**src/rtl/serial_sub_pkg.sv**
```systemverilog
// Shared constants and types for the bit-serial subtraction controller.
package serial_sub_pkg;

    localparam int unsigned DEF_WIDTH = 8;

    typedef logic [1:0] state_t;

    localparam state_t S_IDLE = 2'd0;
    localparam state_t S_RUN  = 2'd1;
    localparam state_t S_DONE = 2'd2;

    // Bit-counter width: enough to hold the value WIDTH.
    function automatic int unsigned cw_of(input int unsigned w);
        return $clog2(w + 1);
    endfunction

endpackage

```
**src/rtl/full_subtractor.sv**
```systemverilog
// Single-bit full subtractor cell: d = a - b - cin with borrow-out.
module full_subtractor (
    input  logic i_a,
    input  logic i_b,
    input  logic i_cin,
    output logic o_d,
    output logic o_bout
);

    assign o_d    = i_a ^ i_b ^ i_cin;
    assign o_bout = (~i_a & i_b) | (~(i_a ^ i_b) & i_cin);

endmodule

```
**src/rtl/serial_sub_ctrl.sv**
```systemverilog
// Bit-serial a - b - bin over WIDTH bits, one bit per clock, with start/busy/done handshake.
module serial_sub_ctrl
    import serial_sub_pkg::*;
#(
    parameter int unsigned WIDTH = DEF_WIDTH,
    parameter int unsigned CW    = cw_of(WIDTH)
) (
    input  logic             clk,
    input  logic             rst_n,
    input  logic             start,
    input  logic [WIDTH-1:0] a,
    input  logic [WIDTH-1:0] b,
    input  logic             bin,
    output logic             busy,
    output logic             done,
    output logic [WIDTH-1:0] diff,
    output logic             bout,
    output logic             zero
);

    state_t           r_state;
    logic [WIDTH-1:0] r_a_sh;
    logic [WIDTH-1:0] r_b_sh;
    logic [WIDTH-1:0] r_diff_sh;
    logic             r_brw;
    logic [CW-1:0]    r_cnt;
    logic [WIDTH-1:0] r_diff;
    logic             r_bout;
    logic             r_zero;

    logic             w_d;
    logic             w_b_next;
    logic [WIDTH-1:0] w_diff_next;
    logic             w_last;
    logic             w_accept;

    full_subtractor u_fs (
        .i_a    (r_a_sh[0]),
        .i_b    (r_b_sh[0]),
        .i_cin  (r_brw),
        .o_d    (w_d),
        .o_bout (w_b_next)
    );

    assign w_diff_next = {w_d, r_diff_sh[WIDTH-1:1]};
    assign w_last      = (r_cnt == CW'(WIDTH - 1));
    // The DONE-exit edge also serves as an IDLE sampling edge, giving WIDTH+1 spacing.
    assign w_accept    = start && ((r_state == S_IDLE) || (r_state == S_DONE));

    always_ff @(posedge clk or negedge rst_n) begin
        if (!rst_n) begin
            r_state   <= S_IDLE;
            r_a_sh    <= '0;
            r_b_sh    <= '0;
            r_diff_sh <= '0;
            r_brw     <= 1'b0;
            r_cnt     <= '0;
            r_diff    <= '0;
            r_bout    <= 1'b0;
            r_zero    <= 1'b0;
        end else begin
            case (r_state)
                S_IDLE, S_DONE: begin
                    if (w_accept) begin
                        r_a_sh    <= a;
                        r_b_sh    <= b;
                        r_brw     <= bin;
                        r_cnt     <= '0;
                        r_diff_sh <= '0;
                        r_state   <= S_RUN;
                    end else begin
                        r_state   <= S_IDLE;
                    end
                end
                S_RUN: begin
                    r_a_sh    <= r_a_sh >> 1;
                    r_b_sh    <= r_b_sh >> 1;
                    r_diff_sh <= w_diff_next;
                    r_brw     <= w_b_next;
                    r_cnt     <= r_cnt + CW'(1);
                    if (w_last) begin
                        r_diff  <= w_diff_next;
                        r_bout  <= w_b_next;
                        r_zero  <= (w_diff_next == '0);
                        r_state <= S_DONE;
                    end
                end
                default: r_state <= S_IDLE;
            endcase
        end
    end

    assign busy = (r_state != S_IDLE);
    assign done = (r_state == S_DONE);
    assign diff = r_diff;
    assign bout = r_bout;
    assign zero = r_zero;

endmodule

```
**config.mk**
```make
export PLATFORM = sky130hd
export DESIGN_NAME = serial_sub_ctrl
export DESIGN_NICKNAME = d
export VERILOG_FILES = /design/src/rtl/serial_sub_pkg.sv /design/src/rtl/full_subtractor.sv /design/src/rtl/serial_sub_ctrl.sv
export SDC_FILE = /design/constraint.sdc
export NUM_CORES = 1
export LEC_CHECK = 0
export CAP_MARGIN = 20
export CORE_MARGIN = 2
export CORE_UTILIZATION = 45
export DETAILED_ROUTE_END_ITERATION = 6
export PLACE_DENSITY_LB_ADDON = 0.12
export SETUP_SLACK_MARGIN = 0.4
export SLEW_MARGIN = 20
export SYNTH_ARGS = -nofsm -noshare
export SYNTH_HDL_FRONTEND = slang
export SYNTH_SLANG_ARGS = --single-unit
```
**constraint.sdc**
```tcl
create_clock -name clk -period 2 [get_ports clk]
set_input_delay 0.5 -clock clk [delete_from_list [all_inputs] [get_ports clk]]
set_output_delay 0.5 -clock clk [all_outputs]
set_load 0.005 [all_outputs]
```
==> report_table.html, run 1 <==
<table>
<tr><th>Metric</th><th>Value</th></tr>
<tr><th colspan="2">Run status</th></tr>
<tr><td>Outcome</td><td>finished clean</td></tr>
<tr><th colspan="2">Power</th></tr>
<tr><td>Largest voltage drop on the vdd net</td><td>0.733 mV</td></tr>
<tr><td>Combinational group share of total power</td><td>40.8%</td></tr>
<tr><td>Sw Pwr</td><td>1.14 mW</td></tr>
<tr><td>Switching portion of total power</td><td>32.5%</td></tr>
<tr><td>Sequential group share of total power</td><td>39.4%</td></tr>
<tr><td>Leakage power summed over all cells</td><td>1.10 nW</td></tr>
<tr><td>Clock Power Share</td><td>19.8%</td></tr>
<tr><td>Internal power</td><td>2.38 mW</td></tr>
<tr><td>Power per cell area</td><td>1550 nW/um^2</td></tr>
<tr><th colspan="2">Detailed routing</th></tr>
<tr><td>Via count normalized by instance count</td><td>5.42</td></tr>
<tr><td>Post-DRT Antenna Nets</td><td>0</td></tr>
<tr><td>TritonRoute pass-1 iters</td><td>4</td></tr>
<tr><td>Iteration-0 DRC count of the detailed router</td><td>81</td></tr>
<tr><td>Residual DRC</td><td>0</td></tr>
<tr><td>Total routed wirelength</td><td>3.31 mm</td></tr>
<tr><td>Routed length per placed instance</td><td>14.1 um</td></tr>
<tr><td>Via total after detailed routing</td><td>1269</td></tr>
<tr><th colspan="2">Cells and area</th></tr>
<tr><td>Area growth from synthesis to layout</td><td>31.5%</td></tr>
<tr><td>Sequential cell area</td><td>1000 sq um</td></tr>
<tr><td>Most frequent standard cell in the layout excluding fill and tap cells</td><td>dfrtp_1</td></tr>
<tr><td>Final layout net count</td><td>207</td></tr>
<tr><td>Most frequent cells in the layout</td><td>dfrtp_1 (40), clkdlybuf4s50_1 (18), nand2_1 (17), a22oi_1 (13), nand3_1 (13)</td></tr>
<tr><td>Design Area, Final</td><td>2270 sq um</td></tr>
<tr><td>Multi-input combinational cell area</td><td>644 sq um</td></tr>
<tr><td>Fillers</td><td>309</td></tr>
<tr><td>Ant diodes</td><td>0</td></tr>
<tr><td>Share of layout cells above drive strength 1</td><td>19.9%</td></tr>
<tr><th colspan="2">Placed design</th></tr>
<tr><td>Number of port buffers</td><td>31</td></tr>
<tr><td>Placed wire-length estimate after detailed placement</td><td>2.22 mm</td></tr>
<tr><td>Instance area at placement</td><td>2080 sq um</td></tr>
<tr><td>Routability-driven placement congestion ratio</td><td>0.739</td></tr>
<tr><th colspan="2">Setup path</th></tr>
<tr><td>Worst EP required</td><td>1500 ps</td></tr>
<tr><td>Cell family contributing the most delay on the critical path</td><td>flip-flops</td></tr>
<tr><td>Buf+Inv Stages, Crit Path</td><td>1</td></tr>
<tr><td>Crit-path cells</td><td>or2_2 -&gt; clkbuf_2</td></tr>
<tr><td>Type of element launching the critical path</td><td>flop</td></tr>
<tr><td>Reg-to-reg critical path startpoint</td><td>r_state[0]</td></tr>
<tr><td>Maximum fanout encountered on the critical timing path</td><td>3</td></tr>
<tr><td>Kind of end point of the critical path</td><td>output pin</td></tr>
<tr><td>Crit Path Class</td><td>reg -&gt; out</td></tr>
<tr><td>Largest stage delay on the critical path</td><td>400 ps</td></tr>
<tr><td>Slowest cell on the critical path</td><td>dfrtp_1</td></tr>
<tr><td>Worst path arrival time</td><td>1110 ps</td></tr>
<tr><td>Launching instance or port of the critical path</td><td>r_state[0]</td></tr>
<tr><th colspan="2">STA</th></tr>
<tr><td>Min Tclk post-route</td><td>1610 ps</td></tr>
<tr><td>Highest clock rate</td><td>623 MHz</td></tr>
<tr><td>Setup tns final</td><td>0 ps</td></tr>
<tr><td>Normalized max-slew margin</td><td>63.0%</td></tr>
<tr><td>Period utilization</td><td>80.3%</td></tr>
<tr><td>Final Hold Vio Count</td><td>0</td></tr>
<tr><td>RSZ-0062 raised after global routing</td><td>true</td></tr>
<tr><td>Setup Skew</td><td>7.53 ps</td></tr>
<tr><td>Tightest Pin Transition</td><td>555 ps</td></tr>
<tr><td>Number of setup violations in the final report</td><td>0</td></tr>
<tr><td>Pins over their slew limit</td><td>0</td></tr>
<tr><th colspan="2">Clock tree</th></tr>
<tr><td># clock sinks</td><td>40</td></tr>
<tr><td>TritonCTS buffer count</td><td>5</td></tr>
<tr><td>Maximum buffer depth of the clock tree</td><td>2</td></tr>
<tr><td>Latest clock arrival within the worst-skew pair</td><td>300 ps</td></tr>
<tr><td>Library cell used as clock root buffer</td><td>clkbuf_8</td></tr>
<tr><td>TritonCTS clock tree</td><td>yes</td></tr>
<tr><td>H-tree levels</td><td>2</td></tr>
<tr><td>Clock-pin slew reported for the worst setup and hold paths after clock tree synthesis</td><td>80 ps</td></tr>
<tr><th colspan="2">Floorplanning</th></tr>
<tr><td>Cell Rows</td><td>22</td></tr>
<tr><td>I/O pins</td><td>32</td></tr>
<tr><td>Area of the core</td><td>3660 sq um</td></tr>
<tr><td>Initial core utilization</td><td>47.1%</td></tr>
<tr><td>Overall die area</td><td>4350 sq um</td></tr>
<tr><td>Die X-Extent</td><td>65.9 um</td></tr>
<tr><td>Die span in y</td><td>65.9 um</td></tr>
<tr><th colspan="2">Synthesis</th></tr>
<tr><td>Netlist area before placement</td><td>1730 sq um</td></tr>
<tr><td>Share of the yosys chip area belonging to registers</td><td>58.0%</td></tr>
<tr><td>Number of synthesized register bits</td><td>40</td></tr>
<tr><td>Post-synthesis instance total</td><td>141</td></tr>
<tr><td>Yosys synthesis warning count</td><td>0</td></tr>
<tr><td>Post-synth cell types</td><td>28</td></tr>
<tr><td>Syn Nets</td><td>163</td></tr>
<tr><td>Leading post-synthesis cells by cell area</td><td>dfrtp_1 (58%), mux2_4 (6.1%), a22oi_1 (5.7%), a22o_1 (5.6%), nand3_1 (3.8%)</td></tr>
<tr><td>Share of Yosys cell area claimed by the top area cell type</td><td>58.0%</td></tr>
<tr><td>Cell type with the highest aggregate area in the netlist</td><td>dfrtp_1</td></tr>
<tr><td>Synth Area per Inst</td><td>12.2 sq um</td></tr>
<tr><th colspan="2">GRT</th></tr>
<tr><td>Total gr overflow</td><td>0</td></tr>
<tr><td>Largest net degree at the start of global routing</td><td>41</td></tr>
<tr><td>Global-route wire length before repair</td><td>5.63 mm</td></tr>
<tr><td>Total routing usage reported by global routing</td><td>17.9%</td></tr>
<tr><td>Number of global-route vias before repair</td><td>1190</td></tr>
<tr><td>Number of antenna violations at the first check in global routing</td><td>0</td></tr>
<tr><th colspan="2">Hold path</th></tr>
<tr><td>Type of the most critical hold path</td><td>in -&gt; async</td></tr>
<tr><th colspan="2">Flow run</th></tr>
<tr><td>Max-cap check violation count</td><td>0</td></tr>
</table>
state kept, by name, indices dropped and copies added, names as in the netlist:
register,cells
zero,1
r_b_sh,8
diff,8
r_state,2
bout,1
r_diff_sh,7
r_a_sh,8
r_brw,1
r_cnt,4
power by group through the flow:
stage,combinational [mW],clock [mW],sequential [mW]
floorplan,0.937,0,1.36
global placement,1.31,0,1.40
CTS,1.39,0.711,1.39
detailed placement,1.35,0,1.41
finish,1.44,0.695,1.39
global route,1.61,0.754,1.44
synthesized netlist by cell type (all sizes together):
| master | count |
|---|---|
| dfrtp | 40 |
| nand2 | 17 |
| a22oi | 13 |
| nand3 | 13 |
| a22o | 11 |
| mux2 | 8 |
| buf | 7 |
| inv | 4 |
| mux2i | 4 |
| and2b | 3 |
| clkbuf | 3 |
| nor2 | 3 |
| a221o | 2 |
| nand2b | 2 |
| nor3 | 2 |
| nor4 | 2 |
| fa | 1 |
| ha | 1 |
| nand4 | 1 |
| nor2b | 1 |
| o21ai | 1 |
| or2 | 1 |
| xnor2 | 1 |
logic make-up after synthesis:
group                    share of synthesized area (%)
adder cells (fa/ha/maj)                           1.89
flip-flops                                        58.0
AO/OA/AOI/OAI                                     12.7
buffers and inverters                             4.64
multiplexers                                      9.06
XOR/XNOR                                         0.508
AND/OR/NAND/NOR                                   13.2
stage by stage:
step / std cells / hold slack (ps) / power [mW] / setup slack (ps) / util, %
6_report: 234 / 238 / 3.52 / 394 / 62.0
3_5_place_dp: 217 / 489 / 2.76 / 190 / 56.8
4_1_cts: 233 / 264 / 3.49 / 317 / 61.2
2_1_floorplan: 141 / 204 / 2.30 / 582 / -
3_3_place_gp: 217 / 482 / 2.71 / 209 / 56.8
5_1_grt: 234 / 282 / 3.80 / 369 / 62.0
routing by layer:
layer  track usage, %  part of all wire (%)  vias to the layer above
met2             28.5                    50                       31
met5                0                     0                        -
met1             22.6                    42                      638
li1                 -                     -                      593
met3             4.60                   5.1                        7
met4             8.59                   2.0                        0
what timing repair did:
item / 4_1_cts / 5_1_grt
hold buffers: 0 / 0
gates cloned: 0 / 0
setup buffers: 8 / 1
endpoints found under the setup margin: 12 / 15
resized for setup: 16 / 4
worst register-to-register path: stages, from the launching register on:
cell and delay, ps:
dfrtp_1 400, buf_6 130, buf_4 130, and2b_1 180, buf_6 130, buf_12 140
a221o_1 350
cell type report:
cell class                 instances  share of cell area, %
multi-input combinational         87                   28.4
tap                               48                   2.65
inverter                           4                  0.662
timing repair buffer              47                   18.8
sequential                        40                   44.1
clock inverter                     2                   1.71
clock buffer                       6                   3.64
worst paths after layout:
kind,end,slack [ps],cells after the start
setup / recovery,busy,390,2
hold / removal,r_diff_sh[1],240,2
setup reg to reg,r_b_sh[0],440,6
hold reg to reg,r_a_sh[6],510,2
max in group asynchronous,r_cnt[3],1400,2
min in group clk,r_a_sh[6],510,2
Power figures use the tool's default switching activity.
==> run 2, diff against run 1 <==
==> constraint.sdc (replaced) <==
create_clock -name clk -period 1.58 [get_ports clk]
set_input_delay 0.395 -clock clk [delete_from_list [all_inputs] [get_ports clk]]
set_output_delay 0.395 -clock clk [all_outputs]
set_load 0.005 [all_outputs]
==> report_table.html, run 2 (synthesis results as in run 1) <==
<table>
<tr><th>Metric</th><th>Value</th></tr>
<tr><th colspan="2">Run status</th></tr>
<tr><td>Outcome</td><td>finished clean (unchanged)</td></tr>
<tr><th colspan="2">Cells and area</th></tr>
<tr><td>Most frequent standard cell in the layout excluding fill and tap cells</td><td>dfrtp_1 (unchanged)</td></tr>
<tr><td>Final layout net count</td><td>228 (was 207)</td></tr>
<tr><td>Share of layout cells above drive strength 1</td><td>42.0% (was 19.9%)</td></tr>
<tr><td>Most frequent cells in the layout</td><td>dfrtp_1 (40), clkdlybuf4s50_1 (18), buf_4 (17), nand2_1 (16) (was dfrtp_1 (40), clkdlybuf4s50_1 (18), nand2_1 (17), a22oi_1 (13), nand3_1 (13))</td></tr>
<tr><td>Fillers</td><td>247 (was 309)</td></tr>
<tr><td>Ant diodes</td><td>0 (unchanged)</td></tr>
<tr><td>Area growth from synthesis to layout</td><td>54.8% (was 31.5%)</td></tr>
<tr><td>Util after Layout</td><td>73.0% (was 62.0%)</td></tr>
<tr><th colspan="2">Clock tree</th></tr>
<tr><td>H-tree levels</td><td>2 (unchanged)</td></tr>
<tr><td>Latest clock arrival within the worst-skew pair</td><td>290 ps (was 300 ps)</td></tr>
<tr><td>TritonCTS buffer count</td><td>5 (unchanged)</td></tr>
<tr><td>TritonCTS clock tree</td><td>yes (unchanged)</td></tr>
<tr><td>Hold-fix buffers at CTS</td><td>0 (unchanged)</td></tr>
<tr><td>Maximum buffer depth of the clock tree</td><td>2 (unchanged)</td></tr>
<tr><td>Library cell used as clock root buffer</td><td>clkbuf_8 (unchanged)</td></tr>
<tr><td>Clock-pin slew reported for the worst setup and hold paths after clock tree synthesis</td><td>70 ps (was 80 ps)</td></tr>
<tr><td># clock sinks</td><td>40 (unchanged)</td></tr>
<tr><th colspan="2">Setup path</th></tr>
<tr><td>Terminus of the critical flop-to-flop path</td><td>diff[0] (was r_b_sh[0])</td></tr>
<tr><td>Setup slack of the most critical reg-to-reg path</td><td>60 ps (was 440 ps)</td></tr>
<tr><td>Maximum fanout encountered on the critical timing path</td><td>11 (was 3)</td></tr>
<tr><td>Worst path arrival time</td><td>1700 ps (was 1110 ps)</td></tr>
<tr><td>Type of element launching the critical path</td><td>flop (unchanged)</td></tr>
<tr><td>Crit Path Class</td><td>reg -&gt; reg (was reg -&gt; out)</td></tr>
<tr><td>FF-to-FF path depth</td><td>5 (was 6)</td></tr>
<tr><td>Kind of end point of the critical path</td><td>flop (was output pin)</td></tr>
<tr><td>Worst EP required</td><td>1760 ps (was 1500 ps)</td></tr>
<tr><td>Reg-to-reg critical path startpoint</td><td>r_state[1] (was r_state[0])</td></tr>
<tr><th colspan="2">Power</th></tr>
<tr><td>Clock Power Share</td><td>12.5% (was 19.8%)</td></tr>
<tr><td>Power per cell area</td><td>2090 nW/um^2 (was 1550 nW/um^2)</td></tr>
<tr><td>Total chip power</td><td>5.58 mW (was 3.52 mW)</td></tr>
<tr><td>Sw Pwr</td><td>1.87 mW (was 1.14 mW)</td></tr>
<tr><td>Leakage power summed over all cells</td><td>1.27 nW (was 1.10 nW)</td></tr>
<tr><td>Combinational group share of total power</td><td>55.0% (was 40.8%)</td></tr>
<tr><td>Internal power</td><td>3.71 mW (was 2.38 mW)</td></tr>
<tr><td>Sequential group share of total power</td><td>32.5% (was 39.4%)</td></tr>
<tr><td>Largest voltage drop on the vdd net</td><td>0.931 mV (was 0.733 mV)</td></tr>
<tr><td>Switching portion of total power</td><td>33.6% (was 32.5%)</td></tr>
<tr><th colspan="2">Detailed routing</th></tr>
<tr><td>Routed length per placed instance</td><td>17.1 um (was 14.1 um)</td></tr>
<tr><td>Via total after detailed routing</td><td>1390 (was 1269)</td></tr>
<tr><td>Residual DRC</td><td>0 (unchanged)</td></tr>
<tr><td>Post-DRT Antenna Nets</td><td>0 (unchanged)</td></tr>
<tr><td>Total routed wirelength</td><td>4.36 mm (was 3.31 mm)</td></tr>
<tr><td>Iteration-0 DRC count of the detailed router</td><td>98 (was 81)</td></tr>
<tr><td>TritonRoute pass-1 iters</td><td>4 (unchanged)</td></tr>
<tr><td>Via count normalized by instance count</td><td>5.45 (was 5.42)</td></tr>
<tr><th colspan="2">Placed design</th></tr>
<tr><td>Number of port buffers</td><td>31 (unchanged)</td></tr>
<tr><td>Worst setup slack after placement</td><td>-106 ps (was 190 ps)</td></tr>
<tr><td>Routability-driven placement congestion ratio</td><td>0.746 (was 0.739)</td></tr>
<tr><td>Placed wire-length estimate after detailed placement</td><td>2.42 mm (was 2.22 mm)</td></tr>
<tr><th colspan="2">STA</th></tr>
<tr><td>Pins over their slew limit</td><td>0 (unchanged)</td></tr>
<tr><td>Tightest Pin Transition</td><td>482 ps (was 555 ps)</td></tr>
<tr><td>Final Hold Vio Count</td><td>0 (unchanged)</td></tr>
<tr><td>RSZ-0062 raised after global routing</td><td>true (unchanged)</td></tr>
<tr><td>Setup WS post-layout</td><td>58.3 ps (was 394 ps)</td></tr>
<tr><td>Period utilization</td><td>96.3%</td></tr>
<tr><td>Smallest hold slack</td><td>53.2 ps (was 238 ps)</td></tr>
<tr><td>Min Tclk post-route</td><td>1520 ps</td></tr>
<tr><td>Normalized max-slew margin</td><td>67.9% (was 63.0%)</td></tr>
<tr><td>Number of setup violations in the final report</td><td>0 (unchanged)</td></tr>
<tr><td>Highest clock rate</td><td>657 MHz</td></tr>
<tr><td>Setup tns final</td><td>0 ps (unchanged)</td></tr>
<tr><td>Setup Skew</td><td>2.23 ps (was 7.53 ps)</td></tr>
<tr><th colspan="2">Floorplanning</th></tr>
<tr><td>Initial core utilization</td><td>47.1% (unchanged)</td></tr>
<tr><td>Cell Rows</td><td>22 (unchanged)</td></tr>
<tr><td>Die X-Extent</td><td>65.9 um (unchanged)</td></tr>
<tr><td>Die span in y</td><td>65.9 um (unchanged)</td></tr>
<tr><td>I/O pins</td><td>32 (unchanged)</td></tr>
<tr><td>Area of the core</td><td>3660 sq um (unchanged)</td></tr>
<tr><td>Overall die area</td><td>4350 sq um (unchanged)</td></tr>
<tr><th colspan="2">GRT</th></tr>
<tr><td>Number of antenna violations at the first check in global routing</td><td>0 (unchanged)</td></tr>
<tr><td>Largest net degree at the start of global routing</td><td>24 (was 41)</td></tr>
<tr><td>Total gr overflow</td><td>0 (unchanged)</td></tr>
<tr><td>Number of global-route vias before repair</td><td>1419 (was 1190)</td></tr>
<tr><td>Total routing usage reported by global routing</td><td>21.8% (was 17.9%)</td></tr>
<tr><td>Global-route wire length before repair</td><td>6.84 mm (was 5.63 mm)</td></tr>
<tr><th colspan="2">Flow run</th></tr>
<tr><td>Max-cap check violation count</td><td>0 (unchanged)</td></tr>
<tr><th colspan="2">Hold path</th></tr>
<tr><td>Type of the most critical hold path</td><td>in -&gt; async (unchanged)</td></tr>
</table>
## run 2: cell types whose count changed in the layout (fill, tap and decap cells not counted), sizes merged
| cell | delta |
|---|---|
| bufinv | -1 |
| dlygate4sd2 | -10 |
| clkinv | -1 |
| clkbuf | +1 |
| buf | +32 |
## run 2: routing by layer
metal  vias up  global-route usage, %  routed length [um]
li1        639                      -                   -
met2        39                   38.6                2370
met1       705                   25.3                1750
met3         7                   4.26                 187
met4         0                   9.90                  59
met5         -                      0                   0
## run 2: worst max path at each step
stage                           from            to  slack [ps]  cells after the start
after floorplan             r_cnt[0]       diff[1]         180                      5
after global placement         start  r_diff_sh[5]         -50                      5
after detailed placement       start  r_diff_sh[5]        -110                      5
after CTS                 r_state[1]       diff[0]          90                      5
after global routing      r_state[1]       diff[0]           3                      5
final                     r_state[1]       diff[0]          60                      5
## run 2: critical path, cell delays in order (launching register included)
cell      delay, ps
dfrtp_1         420
buf_6           140
nand2b_1        190
nor3_4          170
buf_12          170
mux2_2          330
## run 2: cell type report
| cell class | instances | area (sq um) | share of cell area, % |
|---|---|---|---|
| well taps | 48 | 60.1 | 2.25 |
| flip-flops and latches | 40 | 1000 | 37.5 |
| clock buffers | 8 | 90.1 | 3.37 |
| multi-input cells | 87 | 753 | 28.2 |
| inverters | 4 | 15.0 | 0.562 |
| repair buffers | 68 | 752 | 28.1 |
## run 2: per-stage QoR
stage	std cells	instance area [sq um]
floorplan	141	1750
global placement	220	2170
detailed placement	220	2170
CTS	247	2580
global route	255	2670
finish	255	2670
## run 2: timing repair
action / in CTS / in global routing
setup endpoints to repair: 50 / 51
cloned: 4 / 0
resized for setup: 79 / 3
buffers inserted: 15 / 8
endpoints found under the hold margin: 0 / 0
pin swaps: 33 / 16
## run 2: power groups by stage
stage	Combinational, mW	Sequential (mW)	Clock [mW]
3_5_place_dp	1.91	1.79	0
2_1_floorplan	1.24	1.73	0
5_1_grt	3.29	1.85	0.755
4_1_cts	2.80	1.78	0.704
3_3_place_gp	1.83	1.77	0
6_report	3.07	1.82	0.697
